**src/rtl/exp7_sequenciador_jogo_if.sv**
```systemverilog
// Control/status bundle between the game sequencer and its datapath.
// Carries player inputs, datapath flags, counter controls and end-of-game flags.
interface exp7_sequenciador_jogo_if;
    logic       jogar;
    logic       jogada;
    logic       jogada_correta;
    logic       enderecoIgualRodada;
    logic       fimR;
    logic       zeraE;
    logic       contaE;
    logic       zeraR;
    logic       contaR;
    logic       registraRC;
    logic       leds_en;
    logic       pronto;
    logic       ganhou;
    logic       perdeu;
    logic       timeout;
    logic [4:0] db_estado;

    modport master (
        input  jogar, jogada, jogada_correta, enderecoIgualRodada, fimR,
        output zeraE, contaE, zeraR, contaR, registraRC, leds_en,
        output pronto, ganhou, perdeu, timeout, db_estado
    );

    modport slave (
        output jogar, jogada, jogada_correta, enderecoIgualRodada, fimR,
        input  zeraE, contaE, zeraR, contaR, registraRC, leds_en,
        input  pronto, ganhou, perdeu, timeout, db_estado
    );
endinterface

```
**src/rtl/exp7_sequenciador_jogo.sv**
```systemverilog
// Moore sequencer for the memory game: replays the sequence, collects moves, reports outcome (TIMEOUT_EN enables move timeout).
// Latency: outputs are decoded from the state register, so they change one cycle after the causing input.
// Backpressure: none; jogada is a one-cycle pulse sampled only in ESPERA, jogar only when idle or finished.
module exp7_sequenciador_jogo #(
    parameter int T_ON      = 500,
    parameter int T_OFF     = 250,
    parameter int T_TIMEOUT = 5000
) (
    input  logic                        clock,
    input  logic                        reset,
    exp7_sequenciador_jogo_if.master    bus
);

    localparam int T_DISP = (T_ON > T_OFF) ? T_ON : T_OFF;
    localparam int T_MAX  = (T_DISP > T_TIMEOUT) ? T_DISP : T_TIMEOUT;
    localparam int TW     = (T_MAX > 1) ? $clog2(T_MAX) : 1;

    typedef enum logic [4:0] {
        INICIAL       = 5'h00,
        PREPARA       = 5'h01,
        MOSTRA        = 5'h02,
        APAGA         = 5'h03,
        PROX_MOSTRA   = 5'h04,
        INICIO_JOGADA = 5'h05,
        ESPERA        = 5'h06,
        REGISTRA      = 5'h07,
        COMPARA       = 5'h08,
        PROX_JOGADA   = 5'h09,
        PROX_RODADA   = 5'h0A,
        FIM_GANHOU    = 5'h0B,
        FIM_PERDEU    = 5'h0C,
        FIM_TIMEOUT   = 5'h0D
    } estado_t;

    estado_t       estado, estado_prox;
    logic [TW-1:0] timer;
    logic          fim_on, fim_off;

    assign fim_on  = (timer == TW'(T_ON - 1));
    assign fim_off = (timer == TW'(T_OFF - 1));
`ifdef TIMEOUT_EN
    logic fim_to;
    assign fim_to = (timer == TW'(T_TIMEOUT - 1));
`endif

    // The timer measures time spent in the current state; any state change restarts it.
    always_ff @(posedge clock) begin
        if (reset) begin
            estado <= INICIAL;
            timer  <= '0;
        end else begin
            estado <= estado_prox;
            timer  <= (estado_prox != estado) ? '0 : timer + TW'(1);
        end
    end

    always_comb begin
        estado_prox    = estado;
        bus.zeraE      = 1'b0;
        bus.contaE     = 1'b0;
        bus.zeraR      = 1'b0;
        bus.contaR     = 1'b0;
        bus.registraRC = 1'b0;
        bus.leds_en    = 1'b0;
        bus.pronto     = 1'b0;
        bus.ganhou     = 1'b0;
        bus.perdeu     = 1'b0;
        bus.timeout    = 1'b0;
        case (estado)
            INICIAL: if (bus.jogar) estado_prox = PREPARA;
            PREPARA: begin
                bus.zeraE   = 1'b1;
                bus.zeraR   = 1'b1;
                estado_prox = MOSTRA;
            end
            MOSTRA: begin
                bus.leds_en = 1'b1;
                if (fim_on) estado_prox = APAGA;
            end
            APAGA: if (fim_off)
                estado_prox = bus.enderecoIgualRodada ? INICIO_JOGADA : PROX_MOSTRA;
            PROX_MOSTRA: begin
                bus.contaE  = 1'b1;
                estado_prox = MOSTRA;
            end
            INICIO_JOGADA: begin
                bus.zeraE   = 1'b1;
                estado_prox = ESPERA;
            end
            ESPERA: begin
                // A press on the expiry cycle still counts as a move.
                if (bus.jogada) estado_prox = REGISTRA;
`ifdef TIMEOUT_EN
                else if (fim_to) estado_prox = FIM_TIMEOUT;
`endif
            end
            REGISTRA: begin
                bus.registraRC = 1'b1;
                estado_prox    = COMPARA;
            end
            COMPARA: begin
                if (!bus.jogada_correta)           estado_prox = FIM_PERDEU;
                else if (!bus.enderecoIgualRodada) estado_prox = PROX_JOGADA;
                else if (bus.fimR)                 estado_prox = FIM_GANHOU;
                else                               estado_prox = PROX_RODADA;
            end
            PROX_JOGADA: begin
                bus.contaE  = 1'b1;
                estado_prox = ESPERA;
            end
            PROX_RODADA: begin
                bus.contaR  = 1'b1;
                bus.zeraE   = 1'b1;
                estado_prox = MOSTRA;
            end
            FIM_GANHOU: begin
                bus.pronto = 1'b1;
                bus.ganhou = 1'b1;
                if (bus.jogar) estado_prox = PREPARA;
            end
            FIM_PERDEU: begin
                bus.pronto = 1'b1;
                bus.perdeu = 1'b1;
                if (bus.jogar) estado_prox = PREPARA;
            end
            FIM_TIMEOUT: begin
                bus.pronto = 1'b1;
                bus.perdeu = 1'b1;
`ifdef TIMEOUT_EN
                bus.timeout = 1'b1;
`endif
                if (bus.jogar) estado_prox = PREPARA;
            end
            default: estado_prox = INICIAL;
        endcase
    end

    assign bus.db_estado = estado;

endmodule
```
**src/flat_wrapper.sv**
```systemverilog
// flat-port wrapper written by rule: the top's interface ports become plain ports
module exp7_sequenciador_jogo_flat 
#(
    parameter int T_ON      = 500,
    parameter int T_OFF     = 250,
    parameter int T_TIMEOUT = 5000
)
  (clock, reset, bus_jogar, bus_jogada, bus_jogada_correta, bus_enderecoIgualRodada, bus_fimR, bus_zeraE, bus_contaE, bus_zeraR, bus_contaR, bus_registraRC, bus_leds_en, bus_pronto, bus_ganhou, bus_perdeu, bus_timeout, bus_db_estado);
  exp7_sequenciador_jogo_if bus_i ();
  input  logic clock;
  input  logic reset;
  input wire logic [$bits(bus_i.jogar)-1:0] bus_jogar;
  input wire logic [$bits(bus_i.jogada)-1:0] bus_jogada;
  input wire logic [$bits(bus_i.jogada_correta)-1:0] bus_jogada_correta;
  input wire logic [$bits(bus_i.enderecoIgualRodada)-1:0] bus_enderecoIgualRodada;
  input wire logic [$bits(bus_i.fimR)-1:0] bus_fimR;
  output wire logic [$bits(bus_i.zeraE)-1:0] bus_zeraE;
  output wire logic [$bits(bus_i.contaE)-1:0] bus_contaE;
  output wire logic [$bits(bus_i.zeraR)-1:0] bus_zeraR;
  output wire logic [$bits(bus_i.contaR)-1:0] bus_contaR;
  output wire logic [$bits(bus_i.registraRC)-1:0] bus_registraRC;
  output wire logic [$bits(bus_i.leds_en)-1:0] bus_leds_en;
  output wire logic [$bits(bus_i.pronto)-1:0] bus_pronto;
  output wire logic [$bits(bus_i.ganhou)-1:0] bus_ganhou;
  output wire logic [$bits(bus_i.perdeu)-1:0] bus_perdeu;
  output wire logic [$bits(bus_i.timeout)-1:0] bus_timeout;
  output wire logic [$bits(bus_i.db_estado)-1:0] bus_db_estado;
  assign bus_i.jogar = bus_jogar;
  assign bus_i.jogada = bus_jogada;
  assign bus_i.jogada_correta = bus_jogada_correta;
  assign bus_i.enderecoIgualRodada = bus_enderecoIgualRodada;
  assign bus_i.fimR = bus_fimR;
  assign bus_zeraE = bus_i.zeraE;
  assign bus_contaE = bus_i.contaE;
  assign bus_zeraR = bus_i.zeraR;
  assign bus_contaR = bus_i.contaR;
  assign bus_registraRC = bus_i.registraRC;
  assign bus_leds_en = bus_i.leds_en;
  assign bus_pronto = bus_i.pronto;
  assign bus_ganhou = bus_i.ganhou;
  assign bus_perdeu = bus_i.perdeu;
  assign bus_timeout = bus_i.timeout;
  assign bus_db_estado = bus_i.db_estado;
  exp7_sequenciador_jogo #(.T_ON(T_ON), .T_OFF(T_OFF), .T_TIMEOUT(T_TIMEOUT)) u_core (.clock(clock), .reset(reset), .bus(bus_i));
endmodule
```
**config.mk**
```make
export PLATFORM = sky130hd
export DESIGN_NAME = exp7_sequenciador_jogo_flat
export DESIGN_NICKNAME = d
export VERILOG_FILES = /design/src/rtl/exp7_sequenciador_jogo_if.sv /design/src/rtl/exp7_sequenciador_jogo.sv /design/src/flat_wrapper.sv
export SDC_FILE = /design/constraint.sdc
export NUM_CORES = 1
export LEC_CHECK = 0
export ABC_AREA = 1
export CORE_ASPECT_RATIO = 1.5
export CORE_MARGIN = 2
export CORE_UTILIZATION = 34
export CTS_CLUSTER_SIZE = 25
export DETAILED_ROUTE_END_ITERATION = 6
export SYNTH_ARGS = -nofsm -noshare
export SYNTH_HDL_FRONTEND = slang
export SYNTH_SLANG_ARGS = --single-unit
```
**constraint.sdc**
```tcl
create_clock -name clock -period 2.3 [get_ports clock]
set_input_delay 0.23 -clock clock [delete_from_list [all_inputs] [get_ports clock]]
set_output_delay 0.23 -clock clock [all_outputs]
set_load 0.02 [all_outputs]
```
# Yosys cells after proc, flatten, opt, wreduce, memory -nomap -nowiden
# Cells that the tools add are included.
[totals] register_bits=18 inputBits=7 output_inout_bits=15 elab_cells=46
[op_classes] add_sub_neg=1 eq_ne=16 n_mux=18 n_reduce_logical=9
[ops] op="5-bit case mux with 8 select lines" n=1
[ops] op="5-bit by 4-bit == test with 1-bit output, second input constant" n=6
[ops] op="5-bit two-way mux" n=6
[ops] op="5-bit by 3-bit == test with 1-bit output, second input constant" n=4
[ops] op="13-bit by 1-bit adder with 13-bit output, second input constant" n=1
[ops] op="13-bit by 8-bit == test with 1-bit output, second input constant" n=1
[ops] op="13-bit by 9-bit == test with 1-bit output, second input constant" n=1
[ops] op="1-bit two-way mux" n=11
[ops] op="5-bit by 2-bit == test with 1-bit output, second input constant" n=2
[ops] op="3-bit OR reduction" n=3
[ops] op="2-bit OR reduction" n=4
[ops] op="5-bit by 1-bit == test with 1-bit output, second input constant" n=1
[ops] op="5-bit zero test" n=1
[ops] op="5-bit != test" n=1
[ops] op="4-bit OR reduction" n=1

# Longest topological paths before layout
# Gate-level depths: netlist of run 1.
[depth] ltp_word=6 mapped_depth=15 depth_no_buf=14

# Worst setup path after synthesis of run 1
# OpenSTA, ideal clock, no wires.
[synth_timing] path_kind="register to register" startpoint="reg u_core.estado[2] (netlist: u_core.bus.db_estado[2])" endpoint="reg u_core.timer[0]" setup_ns=0.117 t_arrival_ns=1.860 required_ns=2.183 path_slack_ns=0.323 stages_incl_launch_ff=11 n_path_buf=1 synth_period_minus_slack_ns=1.977 path_cell_list="dfxtp_1 nand2_1 nor3_1 inv_1 nand3_1 nand3_1 nand2_1 nor2_2 nand2_2 buf_6 nor2_2"
[synth_between] elab_chain_len=5 word_cells_on_any_way=24 classes_between="eq/ne (14); mux (5); reduce/logical (5)"
[synth_rtl] element="from (decl)" line_no="exp7_sequenciador_jogo.sv:35" text="estado_t estado, estado_prox;"
[synth_rtl] element="from (signal assigned)" line_no="exp7_sequenciador_jogo.sv:52" text="estado <= estado_prox;"
[synth_rtl] element="5-bit by 4-bit == test with 1-bit output (tied with other cells)" line_no="exp7_sequenciador_jogo.sv:69" text="case (estado)"
[synth_rtl] element="4-bit OR reduction (no line) (tied with other cells)"
[synth_rtl] element="5-bit case mux with 8 select lines" line_no="exp7_sequenciador_jogo.sv:69"
[synth_rtl] element="5-bit != test *" line_no="exp7_sequenciador_jogo.sv:53" text="timer <= (estado_prox != estado) ? '0 : timer + TW'(1);"
[synth_rtl] element="2-bit OR reduction (no line) *"
[synth_rtl] element="to (signal assigned)" line_no="exp7_sequenciador_jogo.sv:53"
[synth_rtl] element="to (decl)" line_no="exp7_sequenciador_jogo.sv:36" text="logic [TW-1:0] timer;"
# Mark *: on every way between the ends. The rest lies on a longest branch, timed or not.
# A chain may end at the register's enable or synchronous reset.

# Worst setup path after layout of run 1
[layout_timing] startpoint="reg u_core.estado[1] (netlist: u_core.bus.db_estado[1])" endpoint="out bus_contaE"
[layout_between] elab_chain_len=3 word_cells_on_any_way=4 classes_between="eq/ne (2); mux (1); reduce/logical (1)"
[layout_rtl] element="5-bit by 3-bit == test with 1-bit output / 5-bit by 4-bit == test with 1-bit output (equally long branches)" line_no="exp7_sequenciador_jogo.sv:69"
[layout_rtl] element="2-bit OR reduction (no line) *"
[layout_rtl] element="1-bit two-way mux *" line_no="exp7_sequenciador_jogo.sv:69"
[layout_rtl] element="to (decl)" line_no="flat_wrapper.sv:18" text="output wire logic [$bits(bus_i.contaE)-1:0] bus_contaE;"
# Marked as above.

==> results of run 1 <==
state kept, by name, summed over array words and instances (netlist names):
register and flops:
u_core.timer 13, u_core.bus.db_estado 5
critical path, cell delays in order, from the launching register on:
cell and delay (ns):
dfxtp_1 0.37, nor2_2 0.23, inv_1 0.10, nor3_2 0.23, inv_1 0.07, nand2_1 0.06, clkdlybuf4s50_1 0.59
report_power, final:
part | leakage (nW) | total [W] | switching [W] | internal [W]
logic | 0.554 | 0.0000847 | 0.0000506 | 0.0000341
clock network | 0.0288 | 0.000255 | 0.000103 | 0.000152
registers | 0.146 | 0.000323 | 0.00000645 | 0.000316
how the worst max path moves through the flow:
| stage | start | end | slack, ns |
|---|---|---|---|
| floorplan | u_core.bus.db_estado[2] | u_core.timer[0] | 0.32 |
| global placement | u_core.bus.db_estado[0] | bus_contaE | 0.16 |
| detailed placement | u_core.bus.db_estado[0] | bus_contaE | 0.19 |
| CTS | u_core.bus.db_estado[0] | bus_contaE | 0.03 |
| global route | u_core.bus.db_estado[2] | bus_zeraE | 0.02 |
| finish | u_core.bus.db_estado[1] | bus_contaE | 0.16 |
metrics by stage:
stage	cells	power (W)	cell area, sq um	utilization, %
floorplan	204	0.000386	1290	-
global placement	265	0.000415	1530	41.8
detailed placement	265	0.000414	1530	41.8
CTS	269	0.000677	1590	43.5
global route	269	0.000703	1590	43.7
finish	269	0.000662	1590	43.7
kinds of logic (layout without fill, tap and decap cells):
kind of cell,count (synthesis),count (layout),share of synthesized area (%)
AND/OR/NAND/NOR,127,127,47.4
buffers and inverters,38,60,12.5
flip-flops,18,18,27.9
XOR/XNOR,9,9,6.10
AO/OA/AOI/OAI,8,8,3.88
adder cells (fa/ha/maj),2,2,1.94
other,1,2,0.290
routing by layer:
metal  global-route usage, %  up-vias
met5                       0        -
met4                    9.25        0
met3                    2.62       11
met2                    28.7       24
met1                    15.9      559
li1                        -      678
cell usage after synthesis (all sizes together):
library cell	n
nand2	44
nor2	44
inv	35
nand3	28
dfxtp	18
nand4	6
xor2	6
nor3	4
buf	3
xnor2	3
a21oi	2
ha	2
o21ai	2
a21boi	1
a221oi	1
a31oi	1
conb	1
o21a	1
or2	1
placed cells by master, fill, tap and decap left out, types with 4 or more instances in the layout:
| cell | instances |
|---|---|
| clkbuf_8 | 4 |
| clkdlybuf4s50_1 | 20 |
| dfxtp_1 | 17 |
| inv_1 | 32 |
| nand2_1 | 42 |
| nand3_1 | 23 |
| nand3_2 | 5 |
| nand4_1 | 6 |
| nor2_1 | 25 |
| nor2_2 | 18 |
| xor2_1 | 6 |
what timing repair did:
item                       4_1_cts  5_1_grt
hold endpoints to repair         0        0
setup endpoints to repair        1        3
gates resized for setup          1        3
hold buffers                     0        0
final cells by class:
class / instances / area [sq um]
inverter: 35 / 131
fill: 397 / 2060
clock buffer: 4 / 55.1
multi-input combinational: 148 / 783
tap: 43 / 53.8
sequential: 18 / 362
timing repair buffer: 21 / 208
==> results.md, run 1 <==
* CTS tree: done
* Routed met2 length at 1.59 mm
* Seq cells post-synth at 18
* Core box area at 3650 sq um
* Max cap viols at 0
* Post-layout worst setup margin at 0.159 ns
* Total GRT Usage at 15.8%
* IO Pins at 22
* CP max FO at 7
* CTS root buffer: clkbuf_8
* Warnings, synthesis at 0
* Post-Syn Area per Cell at 6.36 sq um
* Via-to-Cell Ratio at 4.73
* Diode count at 0
* Leakage at 0.729 nW
* Worst EP required at 2.07 ns
* Num CTS Buffers at 3
* Crit end category: output port
* Top cell type's share of synthesized area at 27.9%
* WHS Endpoint: u_core.timer[12]
* Max layer used: met4
* Max H-tree Level at 1
* Crit path launch type: flop
* Setup_tns at 0 ns
* Reg2reg end: u_core.timer[8]
* Vias at 1272
* Clk sinks at 18
* Sequential share of the synthesized area at 27.9%
* WP data arrival at 1.91 ns
* Routability cong. at 0.836
* R2R depth at 13
* R2r startpoint: u_core.bus.db_estado[2]
* DPL Wire Length at 2.43 mm
* VDD IR-drop max at 370 uV
* Initial Utilization at 35.4%
* Worst hold stages at 2
* Minimum clock period at 2.14 ns
* Max-slew violations at 0
* Vias in the first global route at 1203
* Port-buffer cells at 20
* Area grow syn2layout at 23.4%
* Die span in y at 79.5 microns
* Min-Delay Path Class: flop to flop
* Clock-pin slew on the worst setup and hold paths at 0.07 ns
* Largest net degree at the start of global routing at 14
* Congestion Overflow GR at 0
* Post-route DRC at 0
* Hold Worst Slack at 0.538 ns
* Die ar. at 4320 sq um
* Met3 wire length at 87 microns
* FP Rows at 27
* Antenna Nets Post-Route at 0
* Clock skew at 0.00415 ns
* Syn Inst Count at 203
* F_max at 467 MHz
* Routed len/inst at 11.0 microns
* Met1 wire length at 1.14 mm
* Setup bufs post-CTS at 0
* Clk buf depth at 2
* Synth top area cells: dfxtp_1 28%, nand2_1 12%, inv_1 9.3%, nand3_1 8.9%, nor2_1 7.8%
* Initial antenna violation count at 0
* Hold Crit Start: u_core.timer[12]
* Final hold vios at 0
* Fin crit share at 93.1%
* Unrepaired setup endpoints after global routing: false
* Setup CP Type: flop to output port
* Yosys cell types at 26
* Drt total wl at 2.96 mm
* Post-synth top area cell: dfxtp_1
* Power Density at 416 nW/um^2
* # nets final at 236
* First-pass DRT Iterations at 4
* First-pass GRT wire length at 5.02 mm
* Dpl ws at 0.190 ns
* Share of cells above drive strength 1 at 16.4%
* DR iter-0 viols at 24
* Status: finished, final reports clean
* Setup slack, reg-to-reg at 0.34 ns
* Die width at 54.3 microns
* Post-synthesis cell area at 1290 sq um
* Clk_lat worst skew at 0.25 ns
* Final setup viols at 0
Note: power is estimated with default switching activity, not from simulation.
==> run 2: changes to the inputs <==
--- a/config.mk
+++ b/config.mk
@@ -6,6 +6,7 @@
 export NUM_CORES = 1
 export LEC_CHECK = 0
 export ABC_AREA = 1
+export ABC_CLOCK_PERIOD_IN_PS = 2300
 export CORE_ASPECT_RATIO = 1.5
 export CORE_MARGIN = 2
 export CORE_UTILIZATION = 34
==> results of run 2 <==
No change in the layout: final DEF, timing and power equal those of run 1.
